===== config.mk =====
export PLATFORM = sky130hd
export DESIGN_NAME = ps2_rd_arbiter_flat
export DESIGN_NICKNAME = d
export VERILOG_FILES = /design/src/rtl/ps2_rd_arbiter_if.sv /design/src/rtl/ps2_rd_arbiter.sv /design/src/flat_wrapper.sv
export SDC_FILE = /design/constraint.sdc
export NUM_CORES = 1
export LEC_CHECK = 0
export CORE_UTILIZATION = 45
export CTS_CLUSTER_DIAMETER = 200
export CTS_CLUSTER_SIZE = 8
export DETAILED_ROUTE_END_ITERATION = 10
export PLACE_DENSITY = 0.74
export SETUP_SLACK_MARGIN = 0.1
export SYNTH_ARGS = -nofsm -noshare
export SYNTH_HDL_FRONTEND = slang
export SYNTH_SLANG_ARGS = --single-unit

===== constraint.sdc =====
create_clock -name clk_sys -period 1.6 [get_ports clk_sys]
set_input_delay 0.4 -clock clk_sys [delete_from_list [all_inputs] [get_ports clk_sys]]
set_output_delay 0.4 -clock clk_sys [all_outputs]
set_load 0.01 [all_outputs]

===== src/rtl/ps2_rd_arbiter_if.sv =====
// Bus bundle between the PS2 read arbiter, its two requesters and the PS2 receiver.
// The slave modport is the arbiter's view; master is the environment's view.
interface ps2_rd_arbiter_if #(
    parameter int DATA_W = 24
);
    logic [1:0]        req;
    logic [1:0]        gnt;
    logic [1:0]        pkt_vld;
    logic [DATA_W-1:0] pkt_data;
    logic [1:0]        timeout;
    logic              rd_en;
    logic              rd_vld;
    logic [DATA_W-1:0] rd_data;
    logic [7:0]        drop_cnt;

    modport slave (
        input  req, rd_vld, rd_data,
        output gnt, pkt_vld, pkt_data, timeout, rd_en, drop_cnt
    );

    modport master (
        output req, rd_vld, rd_data,
        input  gnt, pkt_vld, pkt_data, timeout, rd_en, drop_cnt
    );
endinterface


===== src/rtl/ps2_rd_arbiter.sv =====
// Round-robin arbiter sharing one PS2 receiver read port between two consumers,
// with a per-grant watchdog and a saturating count of unrequested packets.
module ps2_rd_arbiter #(
    parameter int DATA_W      = 24,
    parameter int TIMEOUT_CYC = 1000000,
    parameter int TMR_W       = 20
) (
    input  logic           clk_sys,
    input  logic           rst_n,
    ps2_rd_arbiter_if.slave bus
);
    localparam logic [1:0] S_IDLE    = 2'd0;
    localparam logic [1:0] S_WAIT    = 2'd1;
    localparam logic [1:0] S_DELIVER = 2'd2;

    localparam logic [TMR_W-1:0] TMR_LAST =
        (TIMEOUT_CYC == 0) ? '0 : TMR_W'(TIMEOUT_CYC - 1);

    logic [1:0]        r_state;
    logic              r_idx;
    logic              r_last_srv;
    logic [TMR_W-1:0]  r_timer;
    logic              r_hold;
    logic [1:0]        r_gnt;
    logic [1:0]        r_pkt_vld;
    logic [1:0]        r_timeout;
    logic              r_rd_en;
    logic [DATA_W-1:0] r_pkt_data;
    logic [7:0]        r_drop_cnt;

    logic w_pick;
    logic w_req_g;
    logic w_expire;
    logic w_drop;

    assign w_pick   = (bus.req == 2'b11) ? ~r_last_srv : bus.req[1];
    assign w_req_g  = bus.req[r_idx];
    assign w_expire = (TIMEOUT_CYC != 0) && (r_timer == TMR_LAST);
    assign w_drop   = bus.rd_vld && !r_rd_en;

    // An abort or timeout leaves WAIT straight to IDLE, so r_hold blocks one
    // IDLE cycle to keep rd_en low for two cycles between any two grants.
    always_ff @(posedge clk_sys or negedge rst_n) begin
        if (!rst_n) begin
            r_state    <= S_IDLE;
            r_idx      <= 1'b0;
            r_last_srv <= 1'b1;
            r_timer    <= '0;
            r_hold     <= 1'b0;
            r_gnt      <= 2'b00;
            r_pkt_vld  <= 2'b00;
            r_timeout  <= 2'b00;
            r_rd_en    <= 1'b0;
            r_pkt_data <= '0;
        end else begin
            r_timeout <= 2'b00;
            r_hold    <= 1'b0;
            case (r_state)
                S_IDLE: begin
                    if (!r_hold && (bus.req != 2'b00)) begin
                        r_idx      <= w_pick;
                        r_last_srv <= w_pick;
                        r_timer    <= '0;
                        r_gnt      <= w_pick ? 2'b10 : 2'b01;
                        r_rd_en    <= 1'b1;
                        r_state    <= S_WAIT;
                    end
                end
                S_WAIT: begin
                    r_timer <= r_timer + 1'b1;
                    if (bus.rd_vld) begin
                        r_pkt_data <= bus.rd_data;
                        r_pkt_vld  <= r_gnt;
                        r_rd_en    <= 1'b0;
                        r_state    <= S_DELIVER;
                    end else if (!w_req_g) begin
                        r_gnt   <= 2'b00;
                        r_rd_en <= 1'b0;
                        r_hold  <= 1'b1;
                        r_state <= S_IDLE;
                    end else if (w_expire) begin
                        r_timeout <= r_gnt;
                        r_gnt     <= 2'b00;
                        r_rd_en   <= 1'b0;
                        r_hold    <= 1'b1;
                        r_state   <= S_IDLE;
                    end
                end
                S_DELIVER: begin
                    r_pkt_vld <= 2'b00;
                    r_gnt     <= 2'b00;
                    r_state   <= S_IDLE;
                end
                default: begin
                    r_pkt_vld <= 2'b00;
                    r_gnt     <= 2'b00;
                    r_rd_en   <= 1'b0;
                    r_state   <= S_IDLE;
                end
            endcase
        end
    end

    always_ff @(posedge clk_sys or negedge rst_n) begin
        if (!rst_n) begin
            r_drop_cnt <= 8'd0;
        end else if (w_drop && (r_drop_cnt != 8'hFF)) begin
            r_drop_cnt <= r_drop_cnt + 8'd1;
        end
    end

    assign bus.gnt      = r_gnt;
    assign bus.pkt_vld  = r_pkt_vld;
    assign bus.pkt_data = r_pkt_data;
    assign bus.timeout  = r_timeout;
    assign bus.rd_en    = r_rd_en;
    assign bus.drop_cnt = r_drop_cnt;
endmodule

===== src/flat_wrapper.sv =====
// flat-port wrapper written by rule: the top's interface ports become plain ports
module ps2_rd_arbiter_flat 
#(
    parameter int DATA_W      = 24,
    parameter int TIMEOUT_CYC = 1000000,
    parameter int TMR_W       = 20
)
  (clk_sys, rst_n, bus_req, bus_rd_vld, bus_rd_data, bus_gnt, bus_pkt_vld, bus_pkt_data, bus_timeout, bus_rd_en, bus_drop_cnt);
  ps2_rd_arbiter_if #(.DATA_W(DATA_W)) bus_i ();
  input  logic clk_sys;
  input  logic rst_n;
  input wire logic [$bits(bus_i.req)-1:0] bus_req;
  input wire logic [$bits(bus_i.rd_vld)-1:0] bus_rd_vld;
  input wire logic [$bits(bus_i.rd_data)-1:0] bus_rd_data;
  output wire logic [$bits(bus_i.gnt)-1:0] bus_gnt;
  output wire logic [$bits(bus_i.pkt_vld)-1:0] bus_pkt_vld;
  output wire logic [$bits(bus_i.pkt_data)-1:0] bus_pkt_data;
  output wire logic [$bits(bus_i.timeout)-1:0] bus_timeout;
  output wire logic [$bits(bus_i.rd_en)-1:0] bus_rd_en;
  output wire logic [$bits(bus_i.drop_cnt)-1:0] bus_drop_cnt;
  assign bus_i.req = bus_req;
  assign bus_i.rd_vld = bus_rd_vld;
  assign bus_i.rd_data = bus_rd_data;
  assign bus_gnt = bus_i.gnt;
  assign bus_pkt_vld = bus_i.pkt_vld;
  assign bus_pkt_data = bus_i.pkt_data;
  assign bus_timeout = bus_i.timeout;
  assign bus_rd_en = bus_i.rd_en;
  assign bus_drop_cnt = bus_i.drop_cnt;
  ps2_rd_arbiter #(.DATA_W(DATA_W), .TIMEOUT_CYC(TIMEOUT_CYC), .TMR_W(TMR_W)) u_core (.clk_sys(clk_sys), .rst_n(rst_n), .bus(bus_i));
endmodule

==> flow_metrics.tcl <==
set metrics [dict create \
    yosysWarnings 0 \
    gp_congestion 0.834 \
    start_util 0.463 \
    drv_cap 0 \
    via_per_inst 5.32 \
    drt_first_iter_violations 150 \
    clock_sinks 64 \
    syn2layout_area_growth_pct 46.1 \
    cp.required_ns 1.83 \
    power.share.clock 0.213 \
    nets 386 \
    postSynthCellCount 247 \
    antenna_found_initial 0 \
    cts_hold_buf 0 \
    wl_per_cell_um 15.9 \
    p_comb_frac 0.420 \
    switching_share 0.344 \
    cts_tree "yes" \
    final_common_cell "dfrtp_1" \
    fin_crit_ns 1.55 \
    wl_um 6950 \
    fin_crit_sh 0.972 \
    ys_ff_latch 64 \
    diodes 0 \
    die_w_um 82.6 \
    finalHoldViolCount 0 \
    drive_above_1_share 0.275 \
    route.detailed.drc 0 \
    cts_buffers 9 \
    seq_area_frac_synth 0.548 \
    design.die.area_um2 6830 \
    drtAntennaViolNets 0 \
    cp_max_fo 2 \
    power_density_nw_per_um2 1660 \
    avgSynthCellArea_um2 11.8 \
    relSlewSlack 0.770 \
    core-area_um2 6310 \
    root_buffer "clkbuf_8" \
    clock_latency_ns 0.34 \
    grt_max_degree 65 \
    rsz0062_at_grt "yes" \
    row_count 29 \
    layout_common_cells "dfrtp_1 (55), dlygate4sd2_1 (37), buf_4 (33)" \
    async_flop_share 1.00 \
    p_sw_mw 2.44 \
    slowest_stage "dfrtp_2" \
    instances_no_fill 437 \
    critical_path_class "reg -> reg" \
    max_clock_freq_ghz 0.643 \
    clkTransAtPathRegs_ns 0.07 \
    slew_viol_final 0 \
    worst_slew_pin_slew_ns 0.345 \
    grt_pass1_wl_um 10900 \
    ctsHtreeMaxLevel 3 \
    critPathLaunchType "flop" \
    synth_ff_type "dfrtp_1" \
    status "complete, no violations" \
    overflow 0 \
    p_seq_frac 0.367 \
    cts_max_path_buffers 2 \
    dp_cells 410 \
    power.total_mw 7.11 \
    yosysUniqueCellTypes 49 \
    finalSetupViolations 0 \
    arrival_ns 1.78 \
    max_stage_delay_ns 0.41 \
    syn-num-nets 278 \
    intPower_mw 4.66 \
    die_h_um 82.6 \
    synth_area_um2 2930 \
    numPortBuffers 67 \
    worstSetupEndpointType "flop" \
    dr.pass1.iters 4 \
    synth-edff-count 0 \
    skew_ns 0.0101 \
    place_hpwl_um 4720 \
    pin_count 68 \
    p_leak_nw 1.98 \
    min_path_type "in -> async" \
    grt_pass1_vias 2224 \
    vias 2324 \
    grt_usage 0.221 \
    path_cells "buf_6 > ha_4 > and4_4 > a2111oi_4 > nand3_1 > xnor2_1" \
    ir_worst_vdd_mv 0.939 \
]
-- critical path, delay by kind of cell (launching register included) --
kind | cells | cell delay (ns)
xor gates and xnor gates | 1 | 0.15
AOI/OAI and AO/OA | 1 | 0.33
adders and majority gates | 1 | 0.15
buffers and inverters | 1 | 0.12
DFF | 1 | 0.41
and+or+nand+nor | 2 | 0.29
-- state kept, by name (all words and copies together) (netlist names) --
name and flops:
u_core.bus.pkt_data 24, u_core.r_timer 20, u_core.bus.drop_cnt 8, u_core.bus.gnt 2
u_core.bus.pkt_vld 2, u_core.bus.timeout 2, u_core.r_state 2, u_core.bus.rd_en 1
u_core.r_hold 1, u_core.r_idx 1, u_core.r_last_srv 1
-- repair_timing --
| item | 4_1_cts | 5_1_grt |
|---|---|---|
| buffers inserted | 8 | 2 |
| gates cloned | 0 | 1 |
| pin swaps | 7 | 11 |
| gates resized for setup | 48 | 20 |
| endpoints found under the setup margin | 57 | 44 |
-- synthesized netlist by cell type, drive strengths merged (3+ instances only) --
cell type | number | area share
mux2i | 10 | 0.034
mux2 | 26 | 0.10
o31ai | 3 | 0.0094
nand4 | 6 | 0.013
nor3 | 3 | 0.0068
a31oi | 3 | 0.0064
and4 | 6 | 0.019
inv | 4 | 0.0051
o21ai | 9 | 0.015
a41oi | 3 | 0.012
xor2 | 3 | 0.0090
and3 | 7 | 0.015
nand2 | 31 | 0.041
nor4 | 4 | 0.016
buf | 7 | 0.018
nor2 | 8 | 0.010
nand3 | 13 | 0.024
dfrtp | 63 | 0.54
a21oi | 9 | 0.015
xnor2 | 4 | 0.012
-- worst paths after layout --
check	start	endpoint	slack, ns	cells past startpoint
min in group clk_sys	u_core.r_timer[19]	u_core.r_timer[19]	0.48	1
max	u_core.bus.drop_cnt[0]	u_core.bus.drop_cnt[7]	0.05	6
max in group asynchronous	rst_n	u_core.r_last_srv	1.21	2
min	rst_n	u_core.bus.pkt_data[19]	0.05	2
min reg2reg	u_core.r_timer[19]	u_core.r_timer[19]	0.48	1
max reg2reg	u_core.bus.drop_cnt[0]	u_core.bus.drop_cnt[7]	0.05	6
-- power by group through the flow --
stage               registers (mW)  logic (mW)  clock network [mW]
global route                  2.69        3.24                1.61
detailed placement            2.68        2.95                   0
finish                        2.61        2.99                1.51
CTS                           2.59        2.86                1.54
global placement              2.64        2.87                   0
floorplan                     2.83        1.18                   0
-- per-layer routing --
layer | vias to the layer above | global-route usage | wire length (um)
met5 | - | 0 | 0
met4 | 0 | 0.0966 | 130
met3 | 9 | 0.0571 | 319
met2 | 66 | 0.368 | 3490
met1 | 1132 | 0.271 | 3010
li1 | 1117 | - | -
-- cell type report --
class,count,area (um2)
Multi-Input combinational cell,170,1360
Sequential cell,64,1610
Tap cell,77,96.3
Inverter,4,15.0
Clock inverter,5,81.3
Fill cell,491,2040
Timing Repair Buffer,106,975
Clock buffer,11,131
-- per-stage QoR --
stage / worst slack (ns) / setup TNS, ns / cell area, um2 / utilization / hold WS (ns)
after floorplan: 0.0786 / 0 / 2950 / - / 0.104
after global placement: -0.163 / -5.91 / 3900 / 0.618 / 0.444
after detailed placement: -0.212 / -6.97 / 3900 / 0.618 / 0.444
after CTS: -0.00684 / -0.00684 / 4160 / 0.658 / 0.0729
after global routing: -0.0208 / -0.0302 / 4270 / 0.677 / 0.0653
final: 0.0456 / 0 / 4270 / 0.677 / 0.0516
-- logic make-up (layout without fill, tap and decap cells) --
group	after synthesis	count (layout)	synth area share
DFF	64	64	0.548
muxes	36	36	0.134
buffers and inverters	13	126	0.0261
and+or+nand+nor	85	85	0.163
AOI/OAI and AO/OA	40	40	0.0997
xor gates and xnor gates	7	7	0.0210
adders and majority gates	2	2	0.00855
Power figures use the tool's default switching activity.
